===== src/rtl/axi_ctrl_pkg.sv =====
// Shared definitions for the AXI4-Lite channel control bank:
// register offsets, response codes and the address-map check.
package axi_ctrl_pkg;

    // Byte offsets of the fixed registers; parameter registers follow OFF_PARAM0.
    localparam logic [31:0] OFF_CTRL   = 32'h00;
    localparam logic [31:0] OFF_STATUS = 32'h04;
    localparam logic [31:0] OFF_IRQ_EN = 32'h08;
    localparam logic [31:0] OFF_ID     = 32'h0C;
    localparam logic [31:0] OFF_PARAM0 = 32'h10;

    typedef enum logic [1:0] {
        RESP_OKAY   = 2'b00,
        RESP_SLVERR = 2'b10
    } resp_t;

    // A word-aligned offset is mapped when it falls below the end of the parameter block.
    function automatic logic addr_valid(input logic [31:0] offset, input int n_param);
        return offset < (OFF_PARAM0 + (32'(n_param) << 2));
    endfunction

endpackage


===== src/rtl/axi_ctrl_chan_stat.sv =====
// Per-channel status slice: sticky DONE with set-over-clear priority,
// GO pulse gated by the BUSY level sampled at commit, and the IRQ term.
module axi_ctrl_chan_stat
    import axi_ctrl_pkg::*;
(
    input  logic clk_i,
    input  logic rst_ni,
    input  logic done_i,
    input  logic busy_i,
    input  logic go_req_i,
    input  logic clr_i,
    input  logic irq_en_i,
    output logic go_o,
    output logic done_o,
    output logic irq_term_o
);

    logic go_q;
    logic done_q;
    logic done_d;

    // A new completion in the same cycle as a W1C keeps the flag set.
    always_comb begin
        done_d = done_q;
        if (clr_i) begin
            done_d = 1'b0;
        end
        if (done_i) begin
            done_d = 1'b1;
        end
    end

    // GO is a single-cycle pulse; a busy channel swallows the request.
    always_ff @(posedge clk_i) begin
        if (!rst_ni) begin
            go_q   <= 1'b0;
            done_q <= 1'b0;
        end else begin
            go_q   <= go_req_i & ~busy_i;
            done_q <= done_d;
        end
    end

    assign go_o       = go_q;
    assign done_o     = done_q;
    assign irq_term_o = done_q & irq_en_i;

endmodule


===== src/rtl/axi_lite_ctrl_bank.sv =====
// AXI4-Lite slave register bank for N_CH accelerator channels.
// AW and W are captured into independent holding registers; a write commits
// once both are full and the B slot is free. Reads are registered one cycle.
// Optional feature macro: AXI_CTRL_IRQ_EN adds the IRQ_EN register and USER_IRQ.
module axi_lite_ctrl_bank
    import axi_ctrl_pkg::*;
#(
    parameter int          N_CH    = 4,
    parameter int          N_PARAM = 8,
    parameter int          ADDR_W  = 6,
    parameter logic [31:0] ID_VAL  = 32'h5354_0002
) (
    input  logic                   AXI_CTRL_ACLK,
    input  logic                   AXI_CTRL_ARESETN,
    input  logic [ADDR_W-1:0]      AXI_CTRL_AWADDR,
    input  logic [2:0]             AXI_CTRL_AWPROT,
    input  logic                   AXI_CTRL_AWVALID,
    output logic                   AXI_CTRL_AWREADY,
    input  logic [31:0]            AXI_CTRL_WDATA,
    input  logic [3:0]             AXI_CTRL_WSTRB,
    input  logic                   AXI_CTRL_WVALID,
    output logic                   AXI_CTRL_WREADY,
    output logic [1:0]             AXI_CTRL_BRESP,
    output logic                   AXI_CTRL_BVALID,
    input  logic                   AXI_CTRL_BREADY,
    input  logic [ADDR_W-1:0]      AXI_CTRL_ARADDR,
    input  logic [2:0]             AXI_CTRL_ARPROT,
    input  logic                   AXI_CTRL_ARVALID,
    output logic                   AXI_CTRL_ARREADY,
    output logic [31:0]            AXI_CTRL_RDATA,
    output logic [1:0]             AXI_CTRL_RRESP,
    output logic                   AXI_CTRL_RVALID,
    input  logic                   AXI_CTRL_RREADY,
    output logic [N_PARAM*32-1:0]  USER_PARAM,
    output logic [N_CH-1:0]        USER_GO,
    input  logic [N_CH-1:0]        USER_BUSY,
    input  logic [N_CH-1:0]        USER_DONE
`ifdef AXI_CTRL_IRQ_EN
    ,
    output logic                   USER_IRQ
`endif
);

    // Handshake rule on every channel: a transfer happens on a rising clock
    // edge where VALID and READY are both high; VALID, once raised, holds its
    // payload stable until that edge.

    logic               live_q;
    logic               aw_full_q;
    logic [ADDR_W-3:0]  aw_word_q;
    logic               w_full_q;
    logic [31:0]        w_data_q;
    logic [3:0]         w_strb_q;
    logic               bvalid_q;
    resp_t              bresp_q;
    logic               rvalid_q;
    logic [31:0]        rdata_q;
    resp_t              rresp_q;
    logic [31:0]        param_q [N_PARAM];

    logic               aw_hs;
    logic               w_hs;
    logic               ar_hs;
    logic               commit;
    logic [31:0]        w_off;
    logic [31:0]        r_off;
    resp_t              wr_resp;
    logic [31:0]        rd_val;
    resp_t              rd_resp;
    logic [N_CH-1:0]    go_req;
    logic [N_CH-1:0]    clr_req;
    logic [N_CH-1:0]    done_vec;
    logic [N_CH-1:0]    irq_term;
    logic [N_CH-1:0]    irq_en_vec;

    assign AXI_CTRL_AWREADY = live_q & ~aw_full_q;
    assign AXI_CTRL_WREADY  = live_q & ~w_full_q;
    assign AXI_CTRL_ARREADY = live_q & (~rvalid_q | AXI_CTRL_RREADY);
    assign AXI_CTRL_BVALID  = bvalid_q;
    assign AXI_CTRL_BRESP   = bresp_q;
    assign AXI_CTRL_RVALID  = rvalid_q;
    assign AXI_CTRL_RDATA   = rdata_q;
    assign AXI_CTRL_RRESP   = rresp_q;

    assign aw_hs  = AXI_CTRL_AWVALID & AXI_CTRL_AWREADY;
    assign w_hs   = AXI_CTRL_WVALID & AXI_CTRL_WREADY;
    assign ar_hs  = AXI_CTRL_ARVALID & AXI_CTRL_ARREADY;
    assign commit = aw_full_q & w_full_q & (~bvalid_q | AXI_CTRL_BREADY);

    assign w_off   = 32'(aw_word_q) << 2;
    assign r_off   = 32'(AXI_CTRL_ARADDR[ADDR_W-1:2]) << 2;
    assign wr_resp = addr_valid(w_off, N_PARAM) ? RESP_OKAY : RESP_SLVERR;
    assign go_req  = (commit && w_off == OFF_CTRL)   ? w_data_q[N_CH-1:0] : '0;
    assign clr_req = (commit && w_off == OFF_STATUS) ? w_data_q[N_CH-1:0] : '0;

    // Ready outputs stay low in reset and for the first cycle after it.
    always_ff @(posedge AXI_CTRL_ACLK) begin
        if (!AXI_CTRL_ARESETN) begin
            live_q <= 1'b0;
        end else begin
            live_q <= 1'b1;
        end
    end

    // Independent AW/W holding registers plus the B response slot.
    always_ff @(posedge AXI_CTRL_ACLK) begin
        if (!AXI_CTRL_ARESETN) begin
            aw_full_q <= 1'b0;
            aw_word_q <= '0;
            w_full_q  <= 1'b0;
            w_data_q  <= '0;
            w_strb_q  <= '0;
            bvalid_q  <= 1'b0;
            bresp_q   <= RESP_OKAY;
        end else begin
            if (aw_hs) begin
                aw_full_q <= 1'b1;
                aw_word_q <= AXI_CTRL_AWADDR[ADDR_W-1:2];
            end else if (commit) begin
                aw_full_q <= 1'b0;
            end
            if (w_hs) begin
                w_full_q <= 1'b1;
                w_data_q <= AXI_CTRL_WDATA;
                w_strb_q <= AXI_CTRL_WSTRB;
            end else if (commit) begin
                w_full_q <= 1'b0;
            end
            if (commit) begin
                bvalid_q <= 1'b1;
                bresp_q  <= wr_resp;
            end else if (AXI_CTRL_BREADY) begin
                bvalid_q <= 1'b0;
            end
        end
    end

    // Byte-strobed parameter registers, updated at commit.
    always_ff @(posedge AXI_CTRL_ACLK) begin
        if (!AXI_CTRL_ARESETN) begin
            param_q <= '{default: '0};
        end else if (commit) begin
            for (int i = 0; i < N_PARAM; i++) begin
                for (int b = 0; b < 4; b++) begin
                    if (w_off == (OFF_PARAM0 + (32'(i) << 2)) && w_strb_q[b]) begin
                        param_q[i][8*b +: 8] <= w_data_q[8*b +: 8];
                    end
                end
            end
        end
    end

    // Read decode from current state, so a same-cycle write is not yet visible.
    always_comb begin
        rd_val  = '0;
        rd_resp = RESP_OKAY;
        if (!addr_valid(r_off, N_PARAM)) begin
            rd_resp = RESP_SLVERR;
        end else if (r_off == OFF_STATUS) begin
            rd_val[N_CH-1:0]   = done_vec;
            rd_val[16 +: N_CH] = USER_BUSY;
        end else if (r_off == OFF_IRQ_EN) begin
            rd_val[N_CH-1:0] = irq_en_vec;
        end else if (r_off == OFF_ID) begin
            rd_val = ID_VAL;
        end else begin
            for (int i = 0; i < N_PARAM; i++) begin
                if (r_off == (OFF_PARAM0 + (32'(i) << 2))) begin
                    rd_val = param_q[i];
                end
            end
        end
    end

    // R slot: loaded on AR handshake, held until RREADY.
    always_ff @(posedge AXI_CTRL_ACLK) begin
        if (!AXI_CTRL_ARESETN) begin
            rvalid_q <= 1'b0;
            rdata_q  <= '0;
            rresp_q  <= RESP_OKAY;
        end else if (ar_hs) begin
            rvalid_q <= 1'b1;
            rdata_q  <= rd_val;
            rresp_q  <= rd_resp;
        end else if (AXI_CTRL_RREADY) begin
            rvalid_q <= 1'b0;
        end
    end

    for (genvar c = 0; c < N_CH; c++) begin : g_ch
        axi_ctrl_chan_stat u_stat (
            .clk_i      (AXI_CTRL_ACLK),
            .rst_ni     (AXI_CTRL_ARESETN),
            .done_i     (USER_DONE[c]),
            .busy_i     (USER_BUSY[c]),
            .go_req_i   (go_req[c]),
            .clr_i      (clr_req[c]),
            .irq_en_i   (irq_en_vec[c]),
            .go_o       (USER_GO[c]),
            .done_o     (done_vec[c]),
            .irq_term_o (irq_term[c])
        );
    end

    for (genvar i = 0; i < N_PARAM; i++) begin : g_param
        assign USER_PARAM[32*i +: 32] = param_q[i];
    end

`ifdef AXI_CTRL_IRQ_EN
    logic [N_CH-1:0] irq_en_q;
    logic            irq_q;

    // IRQ enable register and the registered interrupt OR.
    always_ff @(posedge AXI_CTRL_ACLK) begin
        if (!AXI_CTRL_ARESETN) begin
            irq_en_q <= '0;
            irq_q    <= 1'b0;
        end else begin
            if (commit && w_off == OFF_IRQ_EN) begin
                irq_en_q <= w_data_q[N_CH-1:0];
            end
            irq_q <= |irq_term;
        end
    end

    assign irq_en_vec = irq_en_q;
    assign USER_IRQ   = irq_q;
`else
    assign irq_en_vec = '0;

    logic unused_irq;
    assign unused_irq = ^irq_term;
`endif

    logic unused_ok;
    assign unused_ok = ^{AXI_CTRL_AWPROT, AXI_CTRL_ARPROT,
                         AXI_CTRL_AWADDR[1:0], AXI_CTRL_ARADDR[1:0]};

endmodule

===== config.mk =====
export PLATFORM = sky130hd
export DESIGN_NAME = axi_lite_ctrl_bank
export DESIGN_NICKNAME = d
export VERILOG_FILES = /design/src/rtl/axi_ctrl_pkg.sv /design/src/rtl/axi_ctrl_chan_stat.sv /design/src/rtl/axi_lite_ctrl_bank.sv
export SDC_FILE = /design/constraint.sdc
export NUM_CORES = 1
export LEC_CHECK = 0
export CORE_MARGIN = 2
export CORE_UTILIZATION = 54
export CTS_CLUSTER_DIAMETER = 60
export DETAILED_ROUTE_END_ITERATION = 8
export GPL_TIMING_DRIVEN = 0
export PLACE_DENSITY = 0.86
export SYNTH_ARGS = -nofsm -noshare
export SYNTH_HDL_FRONTEND = slang
export SYNTH_SLANG_ARGS = --single-unit

===== constraint.sdc =====
create_clock -name AXI_CTRL_ACLK -period 2.5 [get_ports AXI_CTRL_ACLK]
set_clock_uncertainty 0.1 [all_clocks]
set_input_delay 0.25 -clock AXI_CTRL_ACLK [delete_from_list [all_inputs] [get_ports AXI_CTRL_ACLK]]
set_output_delay 0.25 -clock AXI_CTRL_ACLK [all_outputs]
set_load 0.1 [all_outputs]

## Word-level counts from Yosys, hierarchy flattened

Cells that the tools add are included.

- Add/sub/neg operators: 0
- Multipliers: 0
- Div/mod/pow operators: 0
- $lt $le $gt $ge: 2
- Equal/unequal tests: 20
- Shift operators: 0
- Mux-type cells: 36
- Bitwise operators: 22
- Reduce and logical (&&, ||, !) cells: 75

Operators by type and width:

| operator | number |
|---|---|
| 32-bit 2-to-1 mux | 10 |
| 2-bit AND reduction | 32 |
| 1-bit logical AND | 34 |
| 4-bit by 3-bit == test with 1-bit output (second input constant) | 8 |
| 4-bit == test (second input constant) | 8 |
| 32-bit zero test | 1 |
| 28-bit 2-to-1 mux | 1 |
| 12-bit 2-to-1 mux | 2 |
| 4-bit 2-to-1 mux | 5 |
| 1-bit 2-to-1 mux | 16 |
| 2-bit nonzero test | 8 |
| 1-bit bitwise AND | 12 |
| 6-bit < comparator (second input constant) | 2 |
| 4-bit by 1-bit == test with 1-bit output (second input constant) | 2 |
| 4-bit by 2-bit == test with 1-bit output (second input constant) | 2 |
| 1-bit inverter | 8 |
| 2-bit 2-to-1 mux | 2 |
| 1-bit OR | 2 |

- Bits in registers: 345
- Latch bits: 0
- Bits in writable memories: 0
- Memory bits (read-only): 0
- Bits of input ports: 69
- Output and inout bits: 301
- Word-level logic and storage cells: 206
- Memories kept: 0

## Logic depth before layout (Yosys ltp)

- Depth after elaboration: 13
- Depth in mapped cells: 7
- Gate-level depth less buffers: 5

## Modules after synthesis

A second synthesis with hierarchy kept.

- Cells, all modules: 1,886
- Area total of the unflattened synthesis: 15,092.0 um^2

By module, submodules not included:

| module | instances | cells an instance | area an instance (um^2) | seq. area each (um^2) |
|---|---|---|---|---|
| axi_lite_ctrl_bank | 1 | 1,862 | 14,781.7 | 6,706.4 |
| axi_ctrl_chan_stat | 4 | 6 | 77.6 | 40.0 |

## Worst setup path after synthesis

No wires, ideal clock.

- Kind: register to register
- Start point: register live_q
- End point: register w_data_q[10]
- Library setup time: 0.132 ns
- Arrival time: 2.614 ns
- Data required time: 2.268 ns
- Setup slack: -0.346 ns
- Stages on the path, launching flop included: 6
- Buffers on the path: 1
- Period minus slack after synthesis: 2.846 ns
- Cell sequence: dfxtp_1 > nor2b_1 > nand2_1 > clkbuf_1 > nand2_1 > a21oi_1

- Word-level cells in the longest chain between the ends: 2

Ends and longest elaborated chain:

| element | RTL line | source |
|---|---|---|
| from (decl) | axi_lite_ctrl_bank.sv:48 | `logic live_q;` |
| from (signal assigned) | axi_lite_ctrl_bank.sv:99 | `live_q <= 1'b0;` |
| from (signal assigned) | axi_lite_ctrl_bank.sv:101 | `live_q <= 1'b1;` |
| 1-bit bitwise AND | axi_lite_ctrl_bank.sv:77 | `assign AXI_CTRL_WREADY = live_q & ~w_full_q;` |
| net AXI_CTRL_WREADY | axi_lite_ctrl_bank.sv:22 | `output logic AXI_CTRL_WREADY,` |
| 1-bit bitwise AND | axi_lite_ctrl_bank.sv:86 | `assign w_hs = AXI_CTRL_WVALID & AXI_CTRL_WREADY;` |
| to (signal assigned) | axi_lite_ctrl_bank.sv:111 | `w_data_q <= '0;` |
| to (signal assigned) | axi_lite_ctrl_bank.sv:124 | `w_data_q <= AXI_CTRL_WDATA;` |
| to (decl) | axi_lite_ctrl_bank.sv:52 | `logic [31:0] w_data_q;` |

The timed path passes the listed nets, and every way through them passes these cells.
A chain may end at the register's enable or synchronous reset.

## Worst setup path in the final report

- Start point: register param_q (netlist bit USER_PARAM[71])
- End point: output port USER_PARAM[71]

RTL lines:

| element | RTL line | source |
|---|---|---|
| from (decl) | axi_lite_ctrl_bank.sv:59 | `logic [31:0] param_q [N_PARAM];` |
| from (signal, indexed assignment) | axi_lite_ctrl_bank.sv:146 | `param_q[i][8*b +: 8] <= w_data_q[8*b +: 8];` |
| to (decl) | axi_lite_ctrl_bank.sv:34 | `output logic [N_PARAM*32-1:0] USER_PARAM,` |

No word-level cell between the ends.

==> results.tsv <==
metric	value	unit
status	complete, but fails checks	
violations	setup timing	
die-area	29500	um2
rows	61	
synth_seq_area_share	45.1	%
viasPerCell	6.66	
layout_commonest_cell	nand2_1	
worstSetupStartpointType	register	
cts_tree	built	
final_cell_mix	415 x nand2_1, 359 x a21oi_1, 343 x dfxtp_1, 315 x clkdlybuf4s50_1, 274 x nand3_1	
postLayoutCellArea	20600	um2
power_density	604	nW/um2
crit_path_max_fanout	3	
antenna_found_initial	0	
finalNetCount	2384	
ys.warnings.count	0	
yosys-top-cells-area	dfxtp_1 45%, a21oi_1 12%, nand2_1 10%	
synthCells	1917	
synthArstFlopShare	0	%
routed_wl	74300	um
crit_path_end_kind	output pin	
cts_buffers	38	
critPathRequiredTime	2.15	ns
core	27800	um2
wire_per_inst	27.3	um
holdWs	0.170	ns
start_util	54.8	%
post-route-drc-count	0	
ir_drop	0.526	mV
hpwlAfterDp	54400	um
rsz0062_at_grt	false	
ctsHoldBuffers	0	
p_leak	7.33	nW
path_class	reg -> out	
clk_latency	0.54	ns
avgSynthCellArea	7.94	um2
setup_viol_count_final	13	
syn_to_final_growth	35.4	%
grt_first_pass_wirelength	106000	um
yosysTopAreaCellShare	45.1	%
ctsResizeCount	25	
min_period	2.53	ns
first_iter_violations	3508	
cpPeakStageDelay	1.18	ns
first_global_vias	16900	
first_pass_iters	7	
synth_area	15200	um2
crit_chain	clkdlybuf4s50_1	
clock-sinks	343	
path_delay_family	buffers and inverters	
clk_pin_slew	0.06	ns
port_buffers	357	
max-cap-violations	0	
ant_nets	0	
drive_above_1_share	9.78	%
ys_ff_latch	343	
finalHoldViolations	0	
synth_cell_types	68	
place.gp.congestion	1.00	
grt_overflow_total	0	
fmax	395	MHz
vias	18100	
cp.arrival	2.18	ns
fin_crit_sh	101	%
grtUsageTotal	48.6	%
ioPinCount	370	
fin_setup_tns	-0.179	ns
synth_ff_type	dfxtp_1	
path_buf_inv	1	
die_height	172	um
clockBufferDepth	3	
dpl_cell_area	19300	um2
synth_edf_count	0	
grt_max_degree	15	
slew_headroom	17.6	%
hp-class	in -> reg	
cts_setup_buffers	0	
clockRootBuffer	clkbuf_16	
yosysTopAreaCell	dfxtp_1	
post-place-ws	-0.564	ns
cpMaxStageDelayCell	clkdlybuf4s50_1	
timing.final.ws_setup	-0.0293	ns
drv_slew	0	
h-tree-depth	2	
die_w	172	um
tightest_slew	1.22	ns
[Yosys cell counts (6+ instances only)]
cell type  count
a21boi_0       8
a21oi_1      359
a22oi_1       33
buf_2         86
buf_4         21
buf_6          7
clkbuf_1      77
dfxtp_1      343
mux2_2        14
mux2i_1       21
mux4_2        15
nand2_1      415
nand2b_1      12
nand3_1      274
nor2_1        27
nor2b_1       14
nor3_1        24
nor3b_1        8
o21ai_0       33
o21ai_1       10
o22ai_1       17
o2bb2ai_1      6
o32ai_1        7
[flip-flops by register name, indices dropped and copies added (netlist names)]
name,cells
AXI_CTRL_BRESP,1
aw_full_q,1
AXI_CTRL_BVALID,1
g_ch.u_stat.done_o,4
AXI_CTRL_RRESP,1
aw_word_q,4
USER_PARAM,256
AXI_CTRL_RDATA,32
w_full_q,1
g_ch.u_stat.go_o,4
w_strb_q,4
live_q,1
AXI_CTRL_RVALID,1
w_data_q,32
[path summary, 6_finish.rpt]
| check | start | to | slack [ns] | cells after the start |
|---|---|---|---|---|
| min reg2reg | AXI_CTRL_RDATA[8]$_SDFFE_PN0P_ | AXI_CTRL_RDATA[8]$_SDFFE_PN0P_ | 0.35 | 2 |
| max | USER_PARAM[71]$_SDFFE_PN0P_ | USER_PARAM[71] | -0.03 | 1 |
| max reg2reg | w_full_q$_SDFFE_PN0P_ | USER_PARAM[255]$_SDFFE_PN0P_ | -0.01 | 7 |
| min | AXI_CTRL_WDATA[27] | w_data_q[27]$_SDFFE_PN0P_ | 0.17 | 3 |
[layout make-up]
class | instances | area (um2)
Buffer | 193 | 965
Fill cell | 2057 | 7180
Tap cell | 378 | 473
Antenna cell | 1 | 2.50
Clock buffer | 53 | 1120
Multi-Input combinational cell | 1376 | 7380
Timing Repair Buffer | 357 | 3620
Clock inverter | 13 | 161
Sequential cell | 343 | 6870
Inverter | 6 | 22.5
[routing by layer]
layer,global-route usage (%),wire length (um)
met5,0,0
met4,26.8,5060
met3,14.3,11500
met2,73.9,31800
met1,62.2,26000
[power breakdown]
part	switching, mW	internal [mW]	leakage, nW	total (mW)
sequential	0.0292	5.51	2.77	5.54
combinational	0.788	0.290	3.93	1.08
clock	2.38	3.45	0.631	5.82
total	3.19	9.25	7.33	12.4
[cells by family after synthesis]
kind of cell | synth area share (%)
simple gates | 24.4
buf+inv | 6.48
other cells | 0.0246
mux | 4.64
compound gates | 19.4
flops | 45.1
[per-stage QoR]
stage | util [%] | total power, mW | instances
global route | 74.2 | 12.6 | 2719
finish | 74.2 | 12.4 | 2720
CTS | 73.9 | 12.3 | 2719
detailed placement | 69.4 | 6.67 | 2653
floorplan | - | 6.24 | 1918
global placement | 69.4 | 6.65 | 2653
(Power assumes the default switching activity.)
